--- src/rtl/vxe_mem_hub_m_ds.sv ---
// Master-side downstream response buffer: splits each memory response into a status entry and (reads only) a data entry.
// Push visible one cycle after accept; o_mrsp_rdy drops when either FIFO is full and depends on registered counts only.

module vxe_mem_hub_m_ds_fifo #(
  parameter int W          = 8,
  parameter int DEPTH_LOG2 = 2
) (
  input  logic         clk,
  input  logic         rst,
  input  logic         push_i,
  input  logic [W-1:0] push_dat_i,
  input  logic         pop_i,
  output logic         vld_o,
  output logic         full_o,
  output logic [W-1:0] head_dat_o
);
  localparam int DEPTH = 1 << DEPTH_LOG2;

  logic [W-1:0]          mem_q [DEPTH];
  logic [DEPTH_LOG2-1:0] wr_ptr_q, wr_ptr_d;
  logic [DEPTH_LOG2-1:0] rd_ptr_q, rd_ptr_d;
  logic [DEPTH_LOG2:0]   cnt_q, cnt_d;
  logic                  do_push, do_pop;

  assign vld_o      = (cnt_q != '0);
  assign full_o     = (cnt_q == (DEPTH_LOG2+1)'(DEPTH));
  assign head_dat_o = mem_q[rd_ptr_q];

  // Pop only acts on a non-empty queue, so a push into an empty queue never races a pop.
  assign do_push = push_i && !full_o;
  assign do_pop  = pop_i && vld_o;

  always_comb begin
    wr_ptr_d = wr_ptr_q;
    rd_ptr_d = rd_ptr_q;
    cnt_d    = cnt_q;
    if (do_push) wr_ptr_d = wr_ptr_q + 1'b1;
    if (do_pop)  rd_ptr_d = rd_ptr_q + 1'b1;
    case ({do_push, do_pop})
      2'b10:   cnt_d = cnt_q + 1'b1;
      2'b01:   cnt_d = cnt_q - 1'b1;
      default: cnt_d = cnt_q;
    endcase
  end

  always_ff @(posedge clk or posedge rst) begin
    if (rst) begin
      wr_ptr_q <= '0;
      rd_ptr_q <= '0;
      cnt_q    <= '0;
    end else begin
      wr_ptr_q <= wr_ptr_d;
      rd_ptr_q <= rd_ptr_d;
      cnt_q    <= cnt_d;
    end
  end

  always_ff @(posedge clk) begin
    if (do_push) mem_q[wr_ptr_q] <= push_dat_i;
  end
endmodule

module vxe_mem_hub_m_ds #(
  parameter int RSS_DEPTH_LOG2 = 2,
  parameter int RSD_DEPTH_LOG2 = 2
) (
  input  logic        clk,
  input  logic        rst,
  input  logic        i_mrsp_vld,
  input  logic [5:0]  i_mrsp_cid,
  input  logic        i_mrsp_rnw,
  input  logic [1:0]  i_mrsp_err,
  input  logic [63:0] i_mrsp_data,
  output logic        o_mrsp_rdy,
  output logic        o_rss_vld,
  output logic [8:0]  o_rss,
  input  logic        i_rss_rd,
  output logic        o_rsd_vld,
  output logic [63:0] o_rsd,
  input  logic        i_rsd_rd,
  output logic        o_busy
);
  logic rss_full, rsd_full;
  logic accept;

  // Writes are refused while the data queue is full too, keeping ready independent of i_mrsp_rnw.
  assign o_mrsp_rdy = !rst && !rss_full && !rsd_full;
  assign accept     = i_mrsp_vld && o_mrsp_rdy;
  assign o_busy     = o_rss_vld || o_rsd_vld;

  vxe_mem_hub_m_ds_fifo #(
    .W          (9),
    .DEPTH_LOG2 (RSS_DEPTH_LOG2)
  ) u_rss (
    .clk        (clk),
    .rst        (rst),
    .push_i     (accept),
    .push_dat_i ({i_mrsp_cid, i_mrsp_rnw, i_mrsp_err}),
    .pop_i      (i_rss_rd),
    .vld_o      (o_rss_vld),
    .full_o     (rss_full),
    .head_dat_o (o_rss)
  );

  // Errored reads still push data so status and data counts for reads stay paired.
  vxe_mem_hub_m_ds_fifo #(
    .W          (64),
    .DEPTH_LOG2 (RSD_DEPTH_LOG2)
  ) u_rsd (
    .clk        (clk),
    .rst        (rst),
    .push_i     (accept && i_mrsp_rnw),
    .push_dat_i (i_mrsp_data),
    .pop_i      (i_rsd_rd),
    .vld_o      (o_rsd_vld),
    .full_o     (rsd_full),
    .head_dat_o (o_rsd)
  );
endmodule

--- config.mk ---
export PLATFORM = sky130hd
export DESIGN_NAME = vxe_mem_hub_m_ds
export DESIGN_NICKNAME = d
export VERILOG_FILES = /design/src/rtl/vxe_mem_hub_m_ds.sv
export SDC_FILE = /design/constraint.sdc
export NUM_CORES = 1
export LEC_CHECK = 0
export ABC_AREA = 1
export BUFFER_PORTS_ARGS = -buffer_cell sky130_fd_sc_hd__clkbuf_2
export CORE_ASPECT_RATIO = 1.5
export CORE_UTILIZATION = 30
export CTS_CLUSTER_DIAMETER = 200
export DETAILED_ROUTE_END_ITERATION = 12
export PLACE_DENSITY_LB_ADDON = 0.2
export SLEW_MARGIN = 20
export SYNTH_ARGS = -nofsm -noshare
export SYNTH_HDL_FRONTEND = slang
export SYNTH_SLANG_ARGS = --single-unit
--- constraint.sdc ---
create_clock -name clk -period 3.9 [get_ports clk]
set_clock_uncertainty 0.15 [all_clocks]
set_input_delay 0.195 -clock clk [delete_from_list [all_inputs] [get_ports clk]]
set_output_delay 0.195 -clock clk [all_outputs]
set_load 0.1 [all_outputs]
==> results of run 1 <==
-- synth_stat cells (all sizes together) --
library cell    n  share of area
a21oi           3         0.0013
clkbuf         19         0.0063
o21ai         150          0.064
nand4           3         0.0016
clkinv          1        0.00032
or2             1        0.00054
buf            26          0.019
nor2          162          0.053
fa              2         0.0034
nand2          16         0.0051
edfxtp        292           0.75
o22ai          73          0.039
inv            27         0.0089
xor2            4         0.0030
xnor2           2         0.0015
ha             10          0.011
nand3           4         0.0017
dfrtp          14          0.030
-- path summary, 6_finish.rpt --
kind / cells after the start / start / slack (ns) / end
setup / recovery: 5 / u_rsd.rd_ptr_q[0]$_DFFE_PP0P_ / 0.63 / o_rsd[4]
min in group clk: 2 / i_mrsp_data[63] / 0.25 / u_rsd.mem_q[3][63]$_DFFE_PP_
max in group asynchronous: 4 / rst / 3.34 / u_rsd.rd_ptr_q[0]$_DFFE_PP0P_
hold reg to reg: 1 / u_rsd.cnt_q[0]$_DFFE_PP0P_ / 0.33 / u_rsd.cnt_q[0]$_DFFE_PP0P_
setup reg to reg: 5 / u_rss.cnt_q[0]$_DFFE_PP0P_ / 1.26 / u_rsd.mem_q[0][58]$_DFFE_PP_
hold / removal: 4 / rst / 0.06 / u_rsd.rd_ptr_q[0]$_DFFE_PP0P_
-- kinds of logic after synthesis --
| family | Yosys count | synth area share |
|---|---|---|
| flops | 306 | 0.780 |
| compound gates | 226 | 0.105 |
| simple gates | 186 | 0.0619 |
| buf+inv | 73 | 0.0346 |
| fa+ha+maj | 12 | 0.0141 |
| xor+xnor | 6 | 0.00450 |
-- cell type report --
type	instances	area, um^2	share of cell area
multi-input combinational	430	2190	0.149
inverter	28	108	0.00733
tap	495	619	0.0422
clock buffer	35	748	0.0510
timing repair buffer	247	1740	0.118
sequential	306	9120	0.621
clock inverter	16	156	0.0107
-- layer usage --
metal	up-vias	share of wire	GRT usage
met2	149	0.52	0.240
met3	40	0.043	0.0203
met1	3531	0.42	0.158
met4	0	0.022	0.0434
met5	-	0	0
li1	3476	-	-
-- sequential cells by signal, indices dropped and copies added (netlist names) --
name,count
u_rsd.cnt_q,3
u_rsd.mem_q,256
u_rsd.rd_ptr_q,2
u_rsd.wr_ptr_q,2
u_rss.cnt_q,3
u_rss.mem_q,36
u_rss.rd_ptr_q,2
u_rss.wr_ptr_q,2
-- through the flow --
step / setup TNS [ns] / hold slack (ns) / std cells / setup WS [ns]
after global routing: 0 / 0.104 / 1557 / 0.435
final: 0 / 0.0621 / 1557 / 0.631
after detailed placement: 0 / 0.0795 / 1429 / 1.14
after global placement: 0 / 0.0820 / 1429 / 1.17
after CTS: 0 / 0.0451 / 1557 / 0.539
after floorplan: -58.90 / -0.0576 / 809 / -0.230
-- worst register-to-register path: cells and delay by family, from the launching register on --
kind | cells | cell delay [ns]
simple gates | 3 | 1.35
buf+inv | 1 | 0.29
compound gates | 1 | 0.14
flops | 1 | 0.39
==> summary.md, run 1 <==
| Metric | Value |
|---|---|
| Design Area, Final | `0.0147 mm^2` |
| Die Area | `0.0398 mm^2` |
| Sequential share of the synthesized area | `0.780` |
| Crit-path max cell delay | `0.66 ns` |
| CP required | `3.56 ns` |
| Initial antenna violation count | `0` |
| Pre-Repair DR Iteration Count | `4` |
| Slew headroom | `0.436` |
| Yosys cell types | `27` |
| CTS tree | `yes` |
| Max-cap violations | `0` |
| Drt total wl | `26500 um` |
| Global route overflow | `0` |
| Hold Fails Final Rpt | `0` |
| Area after DPL | `0.0130 mm^2` |
| First-pass GRT wire length | `40200 um` |
| Synth Area per Inst | `14.4 um^2` |
| Detailed Route Iter0 Violations | `345` |
| WS Path Type | `flip-flop to output port` |
| # resized after CTS | `0` |
| Top Ports | `155` |
| CTS Buf Count | `29` |
| Worst-path fanout max | `59` |
| #FFs+latches synth | `306` |
| Initial Utilization | `0.304` |
| Startpoint types | `flip-flop` |
| Buf/Inv on CP | `3` |
| Gate Count Post-Synth | `809` |
| H-Tree Depth | `1` |
| Max frequency | `0.306 GHz` |
| Top delay family on crit path | `buffers and inverters` |
| Syn. warnings | `0` |
| Fraction of layout cells with a size suffix above 1 | `0.209` |
| Fin crit period | `3.27 ns` |
| Arr. time, crit path | `2.92 ns` |
| Most common cell after layout, fill and taps aside | `edfxtp_1` |
| Core Area | `0.0384 mm^2` |
| Fill cell count | `3631` |
| Count of input and output buffers | `154` |
| DR WL/cell | `17.0 um` |
| Hold buffer count at cts | `77` |
| Cell Chain, Critical Path | `inv_4 > buf_12 > nor2_1 > o22ai_1 > clkbuf_2` |
| Vias in the first global route | `7239` |
| Die height | `244 um` |
| GP Congestion | `0.711` |
| Layout area overhead | `25.7%` |
| Most frequent cells in the layout | `edfxtp_1, nor2_1, clkbuf_2` |
| Clock-pin transition on the worst setup and hold timing paths | `0.07 ns` |
| Root Buffer | `clkbuf_16` |
| CTS Sinks | `306` |
| Number of antenna diodes | `0` |
| Global Route Usage Sum | `0.133` |
| Clk buf depth | `3` |
| DRC Markers | `0` |
| Later-pin clock latency in the skew report | `0.55 ns` |
| Unrepaired setup endpoints after global routing | `false` |
| Status | `completed` |
| Fin. max-slew vios | `0` |
| # nets final | `1132` |
| Setup violators final | `0` |
| Syn Nets | `899` |
| Die width | `163 um` |
| Vias | `7196` |
| Slowest library cell on the worst path | `dfrtp_4` |
| Post-CTS setup buffer count | `0` |
| Core Util, Final | `0.382` |
| Site Rows | `88` |
| Worst setup EP type | `output port` |
| HP Class | `input port to asynchronous set/reset pin` |
| Tcrit/Tclk final | `0.838` |
| Dpl hpwl | `14900 um` |
| Antenna viol nets, final | `0` |
| Pin count of the biggest net entering global routing | `66` |
| Mapped Area | `0.0117 mm^2` |
| Vias/cell | `4.62` |
| Worst slew pin tran | `0.843 ns` |
Power of run 1 is not shown: default switching activity piles up to over one toggle a cycle in this logic, so the estimate is an artifact.
==> inputs of run 2 (changes only) <==
- clock period: 3.9 -> 3.3 ns (I/O delays scaled with it)
==> summary.md, run 2 (synthesis gave the netlist of run 1 again) <==
| Metric | Value |
|---|---|
| Vias | `7210` |
| Fin. max-slew vios | `0` |
| # resized after CTS | `0` |
| Global Route Usage Sum | `0.135` |
| Die height | `244 um` |
| Unrepaired setup endpoints after global routing | `false` |
| Core Area | `0.0384 mm^2` |
| Slew headroom | `0.465` |
| Global route overflow | `0` |
| Reg area | `0.00912 mm^2` |
| H-Tree Depth | `1` |
| Worst-path fanout max | `34` |
| CP required | `2.98 ns` |
| Detailed Route Iter0 Violations | `355` |
| Later-pin clock latency in the skew report | `0.56 ns` |
| Count of input and output buffers | `154` |
| Pre-Repair DR Iteration Count | `4` |
| Site Rows | `88` |
| Top flop regs | `u_rsd.mem_q x256, u_rss.mem_q x36` |
| Number of antenna diodes | `0` |
| Setup violators final | `0` |
| Max frequency | `0.343 GHz` |
| DRC Markers | `0` |
| Multi-input gate area | `0.00219 mm^2` |
| Most frequent cells in the layout | `edfxtp_1, nor2_1, o21ai_0` |
| Fraction of layout cells with a size suffix above 1 | `0.210` |
| R2r setup slk | `0.97 ns` |
| Clock-pin transition on the worst setup and hold timing paths | `0.06 ns` |
| Vias/cell | `4.61` |
| Max FFs per register | `256` |
| Post-Place Cells | `1431` |
| CTS tree | `yes` |
| Clk buf depth | `3` |
| Post-route insts no fill | `1564` |
| Antenna viol nets, final | `0` |
| WS Path Type | `flip-flop to output port` |
| Worst setup EP type | `output port` |
| Hold Fails Final Rpt | `0` |
| GP Congestion | `0.709` |
| Layout area overhead | `31.2%` |
| First-pass GRT wire length | `41100 um` |
| Status | `completed` |
| Vias in the first global route | `7391` |
| Most common cell after layout, fill and taps aside | `edfxtp_1` |
| Fin crit period | `2.91 ns` |
| Root Buffer | `clkbuf_16` |
| CTS Sinks | `306` |
| Tcrit/Tclk final | `0.882` |
| Dpl hpwl | `15500 um` |
| HP Class | `input port to asynchronous set/reset pin` |
| Top Ports | `155` |
| Initial Utilization | `0.304` |
| Arr. time, crit path | `2.60 ns` |
| Die Area | `0.0398 mm^2` |
| Die width | `163 um` |
| Pin count of the biggest net entering global routing | `65` |
| Biggest register | `u_rsd.mem_q` |
| DR WL/cell | `17.0 um` |
| # nets final | `1136` |
| Worst slew pin tran | `0.799 ns` |
| Fill cell count | `3538` |
| Max-cap violations | `0` |
| Startpoint types | `flip-flop` |
| CTS Buf Count | `31` |
| Initial antenna violation count | `0` |
| Drt total wl | `26600 um` |
-- run 2: cell types whose count changed in the layout (fill, tap and decap cells not counted), sizes merged --
cell / delta
buf: +66
clkbuf: -63
bufinv: +2
clkinvlp: +1
inv: +1
-- run 2: final cells by class --
| class | instances | share of cell area |
|---|---|---|
| flip-flops and latches | 306 | 0.595 |
| repair buffers | 249 | 0.148 |
| multi-input cells | 430 | 0.143 |
| clock buffers | 36 | 0.0518 |
| well taps | 495 | 0.0404 |
| clock inverters | 20 | 0.0148 |
| inverters | 28 | 0.00702 |
-- run 2: metrics by stage --
stage	util	setup TNS [ns]	setup slack, ns	cell area, um^2	hold WS [ns]
floorplan	-	-212.50	-0.830	11700	-0.0876
global placement	0.352	0	0.975	13500	0.0658
detailed placement	0.352	0	0.959	13500	0.0532
CTS	0.399	0	0.342	15300	0.0185
global route	0.399	0	0.210	15300	0.0449
finish	0.399	0	0.388	15300	0.0365
-- run 2: worst paths after layout --
kind	start	to	cells after the start
worst max-delay path	u_rsd.rd_ptr_q[0]$_DFFE_PP0P_	o_rsd[56]	5
worst min-delay path	rst	u_rss.wr_ptr_q[0]$_DFFE_PP0P_	4
worst max register to register	u_rss.cnt_q[0]$_DFFE_PP0P_	u_rsd.cnt_q[2]$_DFFE_PP0P_	10
worst min register to register	u_rsd.cnt_q[0]$_DFFE_PP0P_	u_rsd.cnt_q[0]$_DFFE_PP0P_	1
max in group asynchronous	rst	u_rsd.rd_ptr_q[0]$_DFFE_PP0P_	4
min in group clk	i_mrsp_data[48]	u_rsd.mem_q[0][48]$_DFFE_PP_	2
-- run 2: per-layer routing --
layer	share of wire	track usage
met1	0.39	0.155
met3	0.051	0.0237
met4	0.022	0.0451
met5	0	0
met2	0.54	0.248
-- run 2: critical path, stage by stage, from the launching register on --
cell and delay (ns):
dfrtp_4 0.63, inv_4 0.31, buf_4 0.38, o21ai_0 0.16, o22ai_1 0.29, buf_12 0.22
-- run 2: repair_timing --
action | 4_1_cts | 5_1_grt
setup endpoints to repair | 0 | 0
hold buffers | 77 | 0
buffers inserted | 0 | 0
endpoints found under the hold margin | 315 | 0
Power of run 2 is left out for the same reason.
==> inputs of run 3 (changes only) <==
- ABC_AREA: 1 -> unset
==> summary.md, run 3 <==
| Metric | Value |
|---|---|
| Cell accounting for the most synthesized area | `edfxtp_1` |
| CTS Sinks | `306` |
| RR Startpoint | `u_rsd.cnt_q[0]$_DFFE_PP0P_` |
| Fin crit period | `2.89 ns` |
| Mapped Area | `0.0114 mm^2` |
| Synth top area cells | `edfxtp_1, mux4_2, dfrtp_1` |
| Die Area | `0.0389 mm^2` |
| Fin Hold WS | `0.0938 ns` |
| Pre-Repair DR Iteration Count | `4` |
| Met1 Use GR | `0.144` |
| Register-to-Register Path Depth | `9` |
| Pin count of the biggest net entering global routing | `37` |
| Reg area | `0.00913 mm^2` |
| Global-route met3 utilization | `0.0258` |
| Post-route insts no fill | `1225` |
| Synth Area in Compound Gates | `0.00690` |
| GP Congestion | `0.685` |
| CP required | `2.98 ns` |
| Clock-pin transition on the worst setup and hold timing paths | `0.06 ns` |
| Tcrit/Tclk final | `0.875` |
| Setup violators final | `0` |
| Worst setup EP type | `output port` |
| Gr busiest metal | `met2` |
| Crit. Startpoint | `u_rsd.rd_ptr_q[0]$_DFFE_PP0P_` |
| Max frequency | `0.346 GHz` |
| Synth top cells by count | `edfxtp_1, mux4_2, dfrtp_1, inv_1, ha_1` |
| Syn Nets | `550` |
| DRC Markers | `0` |
| WS Path Type | `flip-flop to output port` |
| Die width | `161 um` |
| Number of antenna diodes | `0` |
| H-Tree Depth | `1` |
| Global route overflow | `0` |
| Post-Place Cells | `1096` |
| CTS Buf Count | `29` |
| Post-synthesis mux area share | `0.148` |
| Yosys cell types | `25` |
| Core Util, Final | `0.390` |
| # resized after CTS | `0` |
| First-pass GRT wire length | `36500 um` |
| Later-pin clock latency in the skew report | `0.55 ns` |
| Most common cell after layout, fill and taps aside | `edfxtp_1` |
| Max-cap violations | `0` |
| CTS tree | `yes` |
| Site Rows | `87` |
| Max FFs per register | `256` |
| Initial Utilization | `0.304` |
| Arr. time, crit path | `2.57 ns` |
| Most frequent cell after synthesis | `edfxtp_1` |
| Sequential share of the synthesized area | `0.798` |
| Post-Synth XOR/XNOR Area | `0.00920` |
| Drt total wl | `24000 um` |
| Ys flop type | `edfxtp_1` |
| Die height | `241 um` |
| Count of input and output buffers | `154` |
| Clk buf depth | `3` |
| #FFs+latches synth | `306` |
| Gate Count Post-Synth | `460` |
| Detailed Route Iter0 Violations | `278` |
| Ys async rst share | `0.0458` |
| Post-synth EDFFs | `292` |
| Layout area overhead | `28.2%` |
| Vias/cell | `4.45` |
| Startpoint types | `flip-flop` |
| Multi-input gate area | `0.00216 mm^2` |
| Synth Area per Inst | `24.8 um^2` |
| Vias | `5457` |
| Syn. warnings | `0` |
| Worst slew pin tran | `0.681 ns` |
| Biggest register | `u_rsd.mem_q` |
| Fin. max-slew vios | `0` |
| Setup TNS | `0 ns` |
| DR WL/cell | `19.6 um` |
| Most frequent cells in the layout | `edfxtp_1, clkbuf_2, dlygate4sd3_1` |
| Fraction of layout cells with a size suffix above 1 | `0.397` |
| Initial antenna violation count | `2` |
| Main combinational cell family by area after synthesis | `multiplexers` |
| Status | `completed` |
| Dpl hpwl | `15400 um` |
| Post-Synth Adder-Cell Area | `0.0145` |
| Core Area | `0.0376 mm^2` |
| Top Ports | `155` |
| Worst-path fanout max | `24` |
| # nets final | `805` |
| M2 GR Usage | `0.230` |
| HP Class | `input port to asynchronous set/reset pin` |
| Slew headroom | `0.546` |
| Hold Fails Final Rpt | `0` |
| Fill cell count | `3415` |
| Vias in the first global route | `6115` |
| Antenna viol nets, final | `0` |
| Synth Area in Simple Gates | `0.00942` |
| Top flop regs | `u_rsd.mem_q x256, u_rss.mem_q x36` |
| Global Route Usage Sum | `0.125` |
| Post-synth top area share | `0.768` |
| Unrepaired setup endpoints after global routing | `false` |
| Root Buffer | `clkbuf_16` |
run 3: cell type report:
type                            instances  area share
Clock buffer                           34      0.0508
Inverter                               13     0.00333
Sequential cell                       306       0.623
Tap cell                              489      0.0418
Multi-Input combinational cell        125       0.148
Clock inverter                         18      0.0181
Timing Repair Buffer                  240       0.115
run 3: timing repair:
| item | 4_1_cts | 5_1_grt |
|---|---|---|
| hold buffers | 77 | 0 |
| endpoints found under the hold margin | 314 | 0 |
| setup buffers | 0 | 0 |
run 3: metrics by stage:
stage | setup slack (ns) | instance area [um^2]
floorplan | 0.131 | 11400
global placement | 0.917 | 12900
detailed placement | 0.864 | 12900
CTS | 0.336 | 14600
global route | 0.280 | 14600
finish | 0.413 | 14600
run 3: kinds of logic (layout without fill, tap and decap cells):
group	after synthesis	in the layout
AO/OA/AOI/OAI	5	5
XOR/XNOR	12	12
adder cells (fa/ha/maj)	12	12
buffers and inverters	29	305
flip-flops	306	306
multiplexers	77	77
AND/OR/NAND/NOR	19	19
run 3: critical path, cell delays in order, from the launching register on:
cell,delay [ns]
dfrtp_4,0.72
buf_12,0.29
mux4_2,0.57
clkbuf_2,0.39
run 3: path summary, 6_finish.rpt:
path,to,slack [ns]
worst max-delay path,o_rsd[3],0.41
worst min-delay path,u_rss.wr_ptr_q[0]$_DFFE_PP0P_,0.09
worst max register to register,u_rsd.cnt_q[2]$_DFFE_PP0P_,0.90
worst min register to register,u_rsd.cnt_q[0]$_DFFE_PP0P_,0.40
max in group asynchronous,u_rsd.rd_ptr_q[0]$_DFFE_PP0P_,2.46
min in group clk,u_rss.mem_q[2][4]$_DFFE_PP_,0.22
run 3: metal layers:
metal  vias up  share of wire  routed length [um]
li1       2431              -                   -
met1      2860           0.40                9510
met2       128           0.54               12800
met3        34          0.047                1140
met4         4          0.019                 447
met5         -         0.0011                  26
Power of run 3 is left out for the same reason.
